$ cat src/rtl/mfcc_melbank_acc_if.sv
// mfcc_melbank_acc_if: power-bin stream, coefficient ROM port and mel-energy stream
interface mfcc_melbank_acc_if #(
  parameter int PWR_W  = 32,
  parameter int COEF_W = 8,
  parameter int ADDR_W = 9,
  parameter int OUT_W  = 32
);
  logic              in_valid;
  logic              in_ready;
  logic [PWR_W-1:0]  in_data;
  logic              in_last;
  logic [ADDR_W-1:0] rom_addr;
  logic [COEF_W-1:0] rom_data;
  logic              out_valid;
  logic              out_ready;
  logic [OUT_W-1:0]  out_data;
  logic              frame_err;
  modport master (
    output in_valid, in_data, in_last, rom_data, out_ready,
    input  in_ready, rom_addr, out_valid, out_data, frame_err
  );
  modport slave (
    input  in_valid, in_data, in_last, rom_data, out_ready,
    output in_ready, rom_addr, out_valid, out_data, frame_err
  );
endinterface

$ cat src/rtl/mfcc_melbank_acc.sv
// mfcc_melbank_acc: weights power bins by ROM coefficients and emits one saturated mel energy per frame
module mfcc_melbank_acc #(
  parameter int BIN_NUM   = 257,
  parameter int ADDR_W    = 9,
  parameter int PWR_W     = 32,
  parameter int COEF_W    = 8,
  parameter int OUT_W     = 32,
  parameter int OUT_SHIFT = 8
) (
  input logic clk,
  input logic rst_n,
  mfcc_melbank_acc_if.slave bus
);
  localparam int PRD_W = PWR_W + COEF_W;
  localparam int ACC_W = PRD_W + ADDR_W;
  localparam logic [ACC_W-1:0] SAT = ACC_W'({OUT_W{1'b1}});
  typedef enum logic [1:0] {IDLE, ACC, DRAIN, OUT} state_t;
  state_t state, state_nx;
  logic run, drn, pv, err, accept, last_bin, close;
  logic [ADDR_W-1:0] bin_cnt;
  logic [PRD_W-1:0] prod;
  logic [ACC_W-1:0] acc, acc_sh;
  logic [OUT_W-1:0] out_q;
  assign last_bin = bin_cnt == ADDR_W'(BIN_NUM - 1);
  assign acc_sh = acc >> OUT_SHIFT;
  assign bus.rom_addr = bin_cnt;
  assign bus.out_valid = state == OUT;
  assign bus.out_data = out_q;
  assign bus.frame_err = err;
  // handshake decode and frame sequencing: a frame closes on in_last or on its final bin
  always_comb begin
    state_nx = state;
    bus.in_ready = run && (state == IDLE || state == ACC);
    accept = bus.in_valid && bus.in_ready;
    close = accept && (bus.in_last || last_bin);
    case (state)
      IDLE:    state_nx = accept ? (close ? DRAIN : ACC) : IDLE;
      ACC:     state_nx = close ? DRAIN : ACC;
      DRAIN:   state_nx = drn ? OUT : DRAIN;
      OUT:     state_nx = bus.out_ready ? IDLE : OUT;
      default: state_nx = IDLE;
    endcase
  end
  // state register; run holds in_ready low until the first edge after reset release
  always_ff @(posedge clk or negedge rst_n) begin
    if (!rst_n) begin
      state <= IDLE;
      run <= 1'b0;
    end else begin
      state <= state_nx;
      run <= 1'b1;
    end
  end
  // multiply stage, accumulate stage, drain timer, saturating output and sticky length error
  always_ff @(posedge clk or negedge rst_n) begin
    if (!rst_n) begin
      bin_cnt <= '0;
      prod <= '0;
      pv <= 1'b0;
      acc <= '0;
      drn <= 1'b0;
      out_q <= '0;
      err <= 1'b0;
    end else begin
      bin_cnt <= close ? '0 : accept ? bin_cnt + 1'b1 : bin_cnt;
      pv <= accept;
      if (accept) prod <= PRD_W'(bus.in_data) * PRD_W'(bus.rom_data);
      acc <= (state == OUT && bus.out_ready) ? '0 : pv ? acc + ACC_W'(prod) : acc;
      drn <= state == DRAIN && !drn;
      if (state == DRAIN && drn) out_q <= acc_sh > SAT ? {OUT_W{1'b1}} : acc_sh[OUT_W-1:0];
      err <= err || (accept && (bus.in_last != last_bin));
    end
  end
endmodule

$ cat src/flat_wrapper.sv
// flat-port wrapper written by rule: the top's interface ports become plain ports
module mfcc_melbank_acc_flat 
#(
  parameter int BIN_NUM   = 257,
  parameter int ADDR_W    = 9,
  parameter int PWR_W     = 32,
  parameter int COEF_W    = 8,
  parameter int OUT_W     = 32,
  parameter int OUT_SHIFT = 8
)
  (clk, rst_n, bus_in_valid, bus_in_data, bus_in_last, bus_rom_data, bus_out_ready, bus_in_ready, bus_rom_addr, bus_out_valid, bus_out_data, bus_frame_err);
  mfcc_melbank_acc_if #(.PWR_W(PWR_W), .COEF_W(COEF_W), .ADDR_W(ADDR_W), .OUT_W(OUT_W)) bus_i ();
  input logic clk;
  input logic rst_n;
  input wire logic [$bits(bus_i.in_valid)-1:0] bus_in_valid;
  input wire logic [$bits(bus_i.in_data)-1:0] bus_in_data;
  input wire logic [$bits(bus_i.in_last)-1:0] bus_in_last;
  input wire logic [$bits(bus_i.rom_data)-1:0] bus_rom_data;
  input wire logic [$bits(bus_i.out_ready)-1:0] bus_out_ready;
  output wire logic [$bits(bus_i.in_ready)-1:0] bus_in_ready;
  output wire logic [$bits(bus_i.rom_addr)-1:0] bus_rom_addr;
  output wire logic [$bits(bus_i.out_valid)-1:0] bus_out_valid;
  output wire logic [$bits(bus_i.out_data)-1:0] bus_out_data;
  output wire logic [$bits(bus_i.frame_err)-1:0] bus_frame_err;
  assign bus_i.in_valid = bus_in_valid;
  assign bus_i.in_data = bus_in_data;
  assign bus_i.in_last = bus_in_last;
  assign bus_i.rom_data = bus_rom_data;
  assign bus_i.out_ready = bus_out_ready;
  assign bus_in_ready = bus_i.in_ready;
  assign bus_rom_addr = bus_i.rom_addr;
  assign bus_out_valid = bus_i.out_valid;
  assign bus_out_data = bus_i.out_data;
  assign bus_frame_err = bus_i.frame_err;
  mfcc_melbank_acc #(.BIN_NUM(BIN_NUM), .ADDR_W(ADDR_W), .PWR_W(PWR_W), .COEF_W(COEF_W), .OUT_W(OUT_W), .OUT_SHIFT(OUT_SHIFT)) u_core (.clk(clk), .rst_n(rst_n), .bus(bus_i));
endmodule
$ cat config.mk
export PLATFORM = sky130hd
export DESIGN_NAME = mfcc_melbank_acc_flat
export DESIGN_NICKNAME = d
export VERILOG_FILES = /design/src/rtl/mfcc_melbank_acc_if.sv /design/src/rtl/mfcc_melbank_acc.sv /design/src/flat_wrapper.sv
export SDC_FILE = /design/constraint.sdc
export NUM_CORES = 1
export LEC_CHECK = 0
export CAP_MARGIN = 20
export CELL_PAD_IN_SITES_DETAIL_PLACEMENT = 1
export CELL_PAD_IN_SITES_GLOBAL_PLACEMENT = 2
export CORE_MARGIN = 5
export CORE_UTILIZATION = 43
export CTS_BUF_LIST = sky130_fd_sc_hd__clkbuf_8
export CTS_CLUSTER_DIAMETER = 50
export DETAILED_ROUTE_END_ITERATION = 12
export GPL_TIMING_DRIVEN = 0
export PLACE_DENSITY_LB_ADDON = 0.2
export SYNTH_ARGS = -nofsm -noshare
export SYNTH_HDL_FRONTEND = slang
export SYNTH_SLANG_ARGS = --single-unit
export TNS_END_PERCENT = 20
$ cat constraint.sdc
create_clock -name clk -period 4.4 [get_ports clk]
set_input_delay 0.88 -clock clk [delete_from_list [all_inputs] [get_ports clk]]
set_output_delay 0.88 -clock clk [all_outputs]
set_load 0.005 [all_outputs]
==> results of run 1 <==
where the power goes:
part,switching (mW),internal (mW)
registers,0.450,1.77
clock network,0.494,0.602
logic,5.69,4.79
total,6.64,7.16
stage by stage:
stage	instances	cell area [um2]	setup WS [ns]	power [mW]	setup TNS [ns]
finish	2361	19000	-0.897	13.8	-14.65
detailed placement	2285	17500	-2.48	11.3	-60.25
global placement	2284	17500	-3.07	11.0	-473.31
CTS	2354	18800	-0.820	13.3	-12.70
floorplan	1735	16000	-0.800	8.79	-15.30
global route	2360	19000	-0.993	15.1	-18.17
cells by family (layout without fill, tap and decap cells):
kind of cell    after synthesis  after routing  share of synthesized area, %
simple gates                575            575                          19.3
compound gates              361            361                          15.1
fa+ha+maj                   284            284                          31.4
buf+inv                     282            446                          6.83
flops                       136            136                          21.8
xor+xnor                     66             66                          3.70
mux                          30             30                          1.93
other cells                   1              2                        0.0240
sequential cells by signal, summed over array words and instances, names as in the netlist:
signal and cells:
u_core.drn 1, u_core.state 2, u_core.bus.rom_addr 9, u_core.pv 1
u_core.prod 40, u_core.acc 49, u_core.bus.frame_err 1, u_core.run 1
u_core.bus.out_data 32
timing repair:
item / CTS / global route
setup endpoints to repair: 33 / 30
setup buffers: 34 / 7
cloned: 6 / 0
resized for setup: 308 / 58
pin swaps: 66 / 34
cell usage in the layout (no fill, tap or decap), types with 12 or more instances in the layout:
master,count
inv_1,203
and2_1,183
fa_1,172
nand2_1,153
dfrtp_1,136
ha_1,78
nor2_1,77
a21oi_1,72
o21ai_0,59
clkdlybuf4s50_1,47
a21o_1,39
buf_4,37
and2_4,36
xor2_1,36
clkbuf_8,35
o22a_1,32
mux2i_1,29
buf_2,28
xnor2_1,27
clkbuf_1,26
o21ai_1,24
nand3_1,21
and3_1,19
ha_4,19
clkbuf_16,15
inv_2,12
a21oi_2,12
o21bai_1,12
nand4_1,12
per-layer routing:
metal	track usage, %	share of wire [%]
met1	32.0	45
met2	40.7	48
met3	2.62	2.9
met4	8.48	3.6
met5	0	0
final cells by class:
| type | count | area [um2] | area share (%) |
|---|---|---|---|
| Multi-Input combinational cell | 1317 | 11900 | 62.6 |
| Tap cell | 461 | 577 | 3.03 |
| Buffer | 62 | 647 | 3.40 |
| Antenna cell | 1 | 2.50 | 0.0131 |
| Clock inverter | 11 | 146 | 0.769 |
| Clock buffer | 20 | 275 | 1.45 |
| Timing Repair Buffer | 136 | 1260 | 6.60 |
| Inverter | 217 | 815 | 4.28 |
| Sequential cell | 136 | 3400 | 17.9 |
worst max-delay path: stages:
cell	delay (ns)
buf_6	0.13
clkbuf_16	0.16
and2_4	0.14
fa_1	0.48
fa_1	0.53
fa_1	0.53
inv_2	0.05
fa_1	0.57
inv_2	0.05
ha_4	0.30
and4_4	0.25
nand4_1	0.17
nor4_4	0.42
o311ai_4	0.13
a211o_1	0.33
a21oi_2	0.15
o22ai_2	0.07
xor2_1	0.19
o21ai_1	0.08
how the worst min path moves through the flow:
stage                               startpoint  cells past startpoint                        end
after floorplan           u_core.drn$_DFF_PN0_                      1       u_core.drn$_DFF_PN0_
after global placement    u_core.drn$_DFF_PN0_                      1       u_core.drn$_DFF_PN0_
after detailed placement  u_core.drn$_DFF_PN0_                      1       u_core.drn$_DFF_PN0_
after CTS                                rst_n                      1  u_core.acc[7]$_DFFE_PN0P_
after global routing                     rst_n                      1  u_core.acc[7]$_DFFE_PN0P_
final                                    rst_n                      1  u_core.acc[7]$_DFFE_PN0P_
==> impl_metrics.tcl, run 1 <==
set metrics [dict create \
    status "finished, violations left" \
    violations "negative setup slack" \
    worstSetupPathType "input pin to flip-flop" \
    synth_async_sr_flop_share_pct 100 \
    antenna_left 0 \
    drtIter0Drc 528 \
    synthesis.instances 1735 \
    clk-insertion-delay-late_ns 0.46 \
    slew-limit-headroom_pct 32.7 \
    startpoint "bus_rom_data[6]" \
    drt_wl_total_um 47800 \
    syn-cell-area_mm2 0.0156 \
    vias 12800 \
    critPathCaptureType "flip-flop" \
    cts.sinks 136 \
    skew_ns 0.0151 \
    yosys-top-cells-area "fa_1 (23%), dfrtp_1 (22%), and2_1 (8.8%)" \
    yosys_register_bits 136 \
    synth-edff-count 0 \
    grt_antenna_before_repair 0 \
    hold_viol 0 \
    area_delta_synth_final_pct 21.8 \
    rows 69 \
    maxCapViolCount 0 \
    start_kind "input pin" \
    yosys.area.top_type "fa_1" \
    cts_buffer_depth 2 \
    cts_tree "yes" \
    post-synth-top-count-cell "and2_1" \
    ctsHoldBuffers 0 \
    yosysSeqAreaShare_pct 21.8 \
    synth_area_per_cell_um2 9.01 \
    via_per_inst 5.43 \
    yosysTopAreaCellShare_pct 23.2 \
    dpl.hpwl_um 37400 \
    hold_class "input pin to asynchronous set/reset pin" \
    fin_util_pct 53.3 \
    reg2reg_depth 12 \
    setup_viol 29 \
    hold_slack_ns 0.349 \
    gp_congestion 0.896 \
    grt_pass1_wl_um 77900 \
    die_h_um 201 \
    worst_slack_ns -0.897 \
    fmax_ghz 0.189 \
    core_area_mm2 0.0357 \
    worst_slew_pin_slew_ns 1.01 \
    synth.cells.most_frequent "and2_1 (219), inv_1 (215), fa_1 (181)" \
    clk_pin_slew_ns 0.08 \
    dr.pass1.iters 5 \
    drcViolationCount 0 \
    r2r-end "u_core.acc[32]$_DFFE_PN0P_" \
    critical_path.max_fanout 7 \
    r2r_start "u_core.prod[0]$_DFFE_PN0P_" \
    total_leakage_power_nw 8.84 \
    nFillCells 4075 \
    worstPathRequired_ns 4.73 \
    dieArea_mm2 0.0403 \
    period_minus_slack_ns 5.30 \
    p_per_area_mw_per_mm2 724 \
    worstSetupEndpoint "u_core.prod[38]$_DFFE_PN0P_" \
    wl_per_cell_um 20.2 \
    die_x_um 201 \
    drive_gt1_share_pct 15.6 \
    numCtsBuffers 17 \
    start_util_pct 43.7 \
    nets 2216 \
    cts.htree.levels 4 \
    yosys_warnings 0 \
    port_buffers 88 \
    ir_worst_vdd_mv 0.277 \
    grt_util_all_layers_pct 24.0 \
    io_pins 89 \
    overflow 0 \
    grt_max_degree 83 \
    drv_slew 0 \
    synth_ff_type "dfrtp_1" \
    syn_nets 2064 \
    worst_ep_arrival_time_ns 5.63 \
    min_period_over_period_pct 120 \
    synth_cell_types 69 \
    root_buffer "clkbuf_8" \
    rsz0062_at_grt "yes" \
    ff2ff_setup_slack_ns 1.31 \
    grt_pass1_vias 14200 \
]
No activity file was read; power rests on OpenSTA's default activity.
==> inputs of run 2 (changes only) <==
- CORE_UTILIZATION: 43 -> 40
- RECOVER_POWER: not set -> 25
- SLEW_MARGIN: not set -> 20
- clock period: 4.4 -> 5.2 ns (I/O delays scaled with it)
==> run 2 against run 1 <==
Effect of this change: first-iteration DRC count is 2.5% higher; register-to-register slack better by 0.73 ns; wire length is 1.8% lower; flip-flop and latch count stayed put; the flow finishes with violations (max-capacitance violations, max-slew violations, negative setup slack); largest power group unchanged; sequential share of layout area is 0.22 points higher; via count is 1.6% lower; worst setup slack better by 0.65 ns; final cell count is 2.2% higher; largest cell class unchanged.
==> impl_metrics.tcl, run 2 (synthesis gave the netlist of run 1 again) <==
set metrics [dict create \
    cts_buffer_depth 2 \
    grt_pass1_vias 13900 \
    ir_worst_vdd_mv 0.225 \
    total_leakage_power_nw 8.75 \
    layout_common_cells "inv_1 (205), and2_1 (183), fa_1 (172)" \
    numCtsBuffers 17 \
    violations "max-capacitance violations, max-slew violations, negative setup slack" \
    fmax_ghz 0.183 \
    crit_family "adder cells" \
    overflow 0 \
    worst_path_most_repeated_cell "fa_1" \
    path_cells "buf_8, clkbuf_16, and2_4, fa_1, fa_1, fa_1, inv_1, fa_1, inv_2, ha_4, and3_4, nand3_4, or3_4, and4_4, o311a_1, a211oi_2, buf_4, a2111oi_4, o21ai_1, o211ai_1" \
    grt_pass1_wl_um 76600 \
    rows 72 \
    cts.htree.levels 4 \
    cpPeakStageDelay_ns 0.57 \
    sw_frac_of_total_pct 48.1 \
    fin_util_pct 48.7 \
    grt_util_all_layers_pct 21.7 \
    hold_viol 0 \
    cts_tree "yes" \
    worst_ep_arrival_time_ns 5.77 \
    mostFrequentLayoutCell "inv_1" \
    clk_pin_slew_ns 0.09 \
    grt_antenna_before_repair 0 \
    grt_max_degree 95 \
    intPower_mw 5.85 \
    dieArea_mm2 0.0431 \
    vias 12600 \
    worstSetupPathType "input pin to flip-flop" \
    nets 2211 \
    drtIter0Drc 541 \
    area_delta_synth_final_pct 20.3 \
    worst_slack_ns -0.252 \
    setup_tns_ns -1.57 \
    cp_slowest_cell "fa_1" \
    hold_class "flip-flop to flip-flop" \
    ctsHoldBuffers 0 \
    clockPowerShare_pct 8.5 \
    root_buffer "clkbuf_8" \
    design_area_mm2 0.0188 \
    start_kind "input pin" \
    status "finished, violations left" \
    via_per_inst 5.23 \
    cts.sinks 136 \
    critical_path.max_fanout 6 \
    die_h_um 208 \
    switchingPower_mw 5.43 \
    period_minus_slack_ns 5.45 \
    die_x_um 208 \
    worstPathRequired_ns 5.51 \
    port_buffers 88 \
    io_pins 89 \
    setup_viol 13 \
    placed_cell_area_mm2 0.0176 \
    dr.pass1.iters 5 \
    p_per_area_mw_per_mm2 600 \
    largest_register_ffs 49 \
    dpl.hpwl_um 37500 \
    maxCapViolCount 2 \
    cp_num_buf_inv 5 \
    start_util_pct 40.5 \
    antenna_left 0 \
    drv_slew 139 \
    core_area_mm2 0.0386 \
    wl_per_cell_um 19.5 \
    regMostFlops "u_core.acc" \
    gp_congestion 0.890 \
    drcViolationCount 0 \
    num_antenna_cells 0 \
    rsz0062_at_grt "yes" \
    min_period_over_period_pct 105 \
    drive_gt1_share_pct 13.9 \
    worst_slew_pin_slew_ns 2.26 \
    p_comb_share_pct 74.9 \
    clk-insertion-delay-late_ns 0.44 \
    critPathCaptureType "flip-flop" \
    slew-limit-headroom_pct -50.7 \
    pwr-share-seq_pct 16.6 \
    drt_wl_total_um 46900 \
    pre_cts_ws_ns -1.84 \
    skew_ns 0.0192 \
]
run 2: changes by cell type in the layout (fill, tap and decap cells not counted), moves of 4 or more:
cell	delta
o21ai_0	+10
o21ai_1	-8
a21oi_1	+5
clkbuf_16	-5
ha_1	+5
a21oi_2	-4
buf_2	-4
clkbuf_4	+4
clkbuf_8	-4
ha_2	-4
run 2: what timing repair did:
action	in CTS	in global routing
setup endpoints to repair	31	23
gates cloned	3	0
pin swaps	56	58
gates resized for setup	253	56
setup buffers	30	7
run 2: cell type report:
type                    count  area (um2)
fillers                  4416       19800
multi-input cells        1317       11800
flip-flops and latches    136        3400
repair buffers            129        1140
inverters                 217         815
well taps                 518         648
plain buffers              64         601
clock buffers              18         248
clock inverters            13         180
run 2: through the flow:
step                      total power [mW]  hold slack (ns)  instances
after floorplan                       7.44            0.407       1735
after global placement                9.34            0.423       2341
after detailed placement              9.54            0.426       2342
after CTS                             11.1            0.443       2405
after global routing                  12.4            0.458       2412
final                                 11.3            0.438       2412
run 2: worst paths after layout:
path                                       startpoint                                   to  slack [ns]  depth (start not counted)
max                                   bus_rom_data[6]          u_core.prod[36]$_DFFE_PN0P_       -0.25                         20
min reg2reg                      u_core.drn$_DFF_PN0_                 u_core.drn$_DFF_PN0_        0.44                          1
max reg2reg                u_core.acc[27]$_DFFE_PN0P_           u_core.acc[40]$_DFFE_PN0P_        2.04                         11
min                              u_core.drn$_DFF_PN0_                 u_core.drn$_DFF_PN0_        0.44                          1
min in group asynchronous                       rst_n  u_core.bus.out_data[10]$_DFFE_PN0P_        1.27                          1
max in group asynchronous                       rst_n          u_core.prod[14]$_DFFE_PN0P_        0.83                          2
run 2: routing by layer:
layer  track usage, %  part of all wire, %
met1             29.2                   46
met3             2.30                  2.8
met2             37.2                   48
met4             6.61                  2.8
met5                0                    0
run 2: worst register-to-register path, stage by stage, from the launching register on:
cell and delay (ns):
dfrtp_1 0.45, ha_1 0.31, buf_2 0.17, a21o_1 0.19, a21o_1 0.17, a21oi_1 0.23
o211ai_1 0.18, a2111oi_2 0.60, o21ai_2 0.17, a31oi_4 0.33, or3_1 0.16, a21oi_1 0.06
run 2: power groups by stage:
| stage | clock, mW | sequential [mW] | combinational [mW] |
|---|---|---|---|
| 6_report | 0.958 | 1.87 | 8.45 |
| 5_1_grt | 1.02 | 1.93 | 9.46 |
| 4_1_cts | 0.984 | 1.87 | 8.19 |
| 3_5_place_dp | 0 | 1.90 | 7.64 |
| 3_3_place_gp | 0 | 1.88 | 7.46 |
| 2_1_floorplan | 0 | 1.75 | 5.69 |
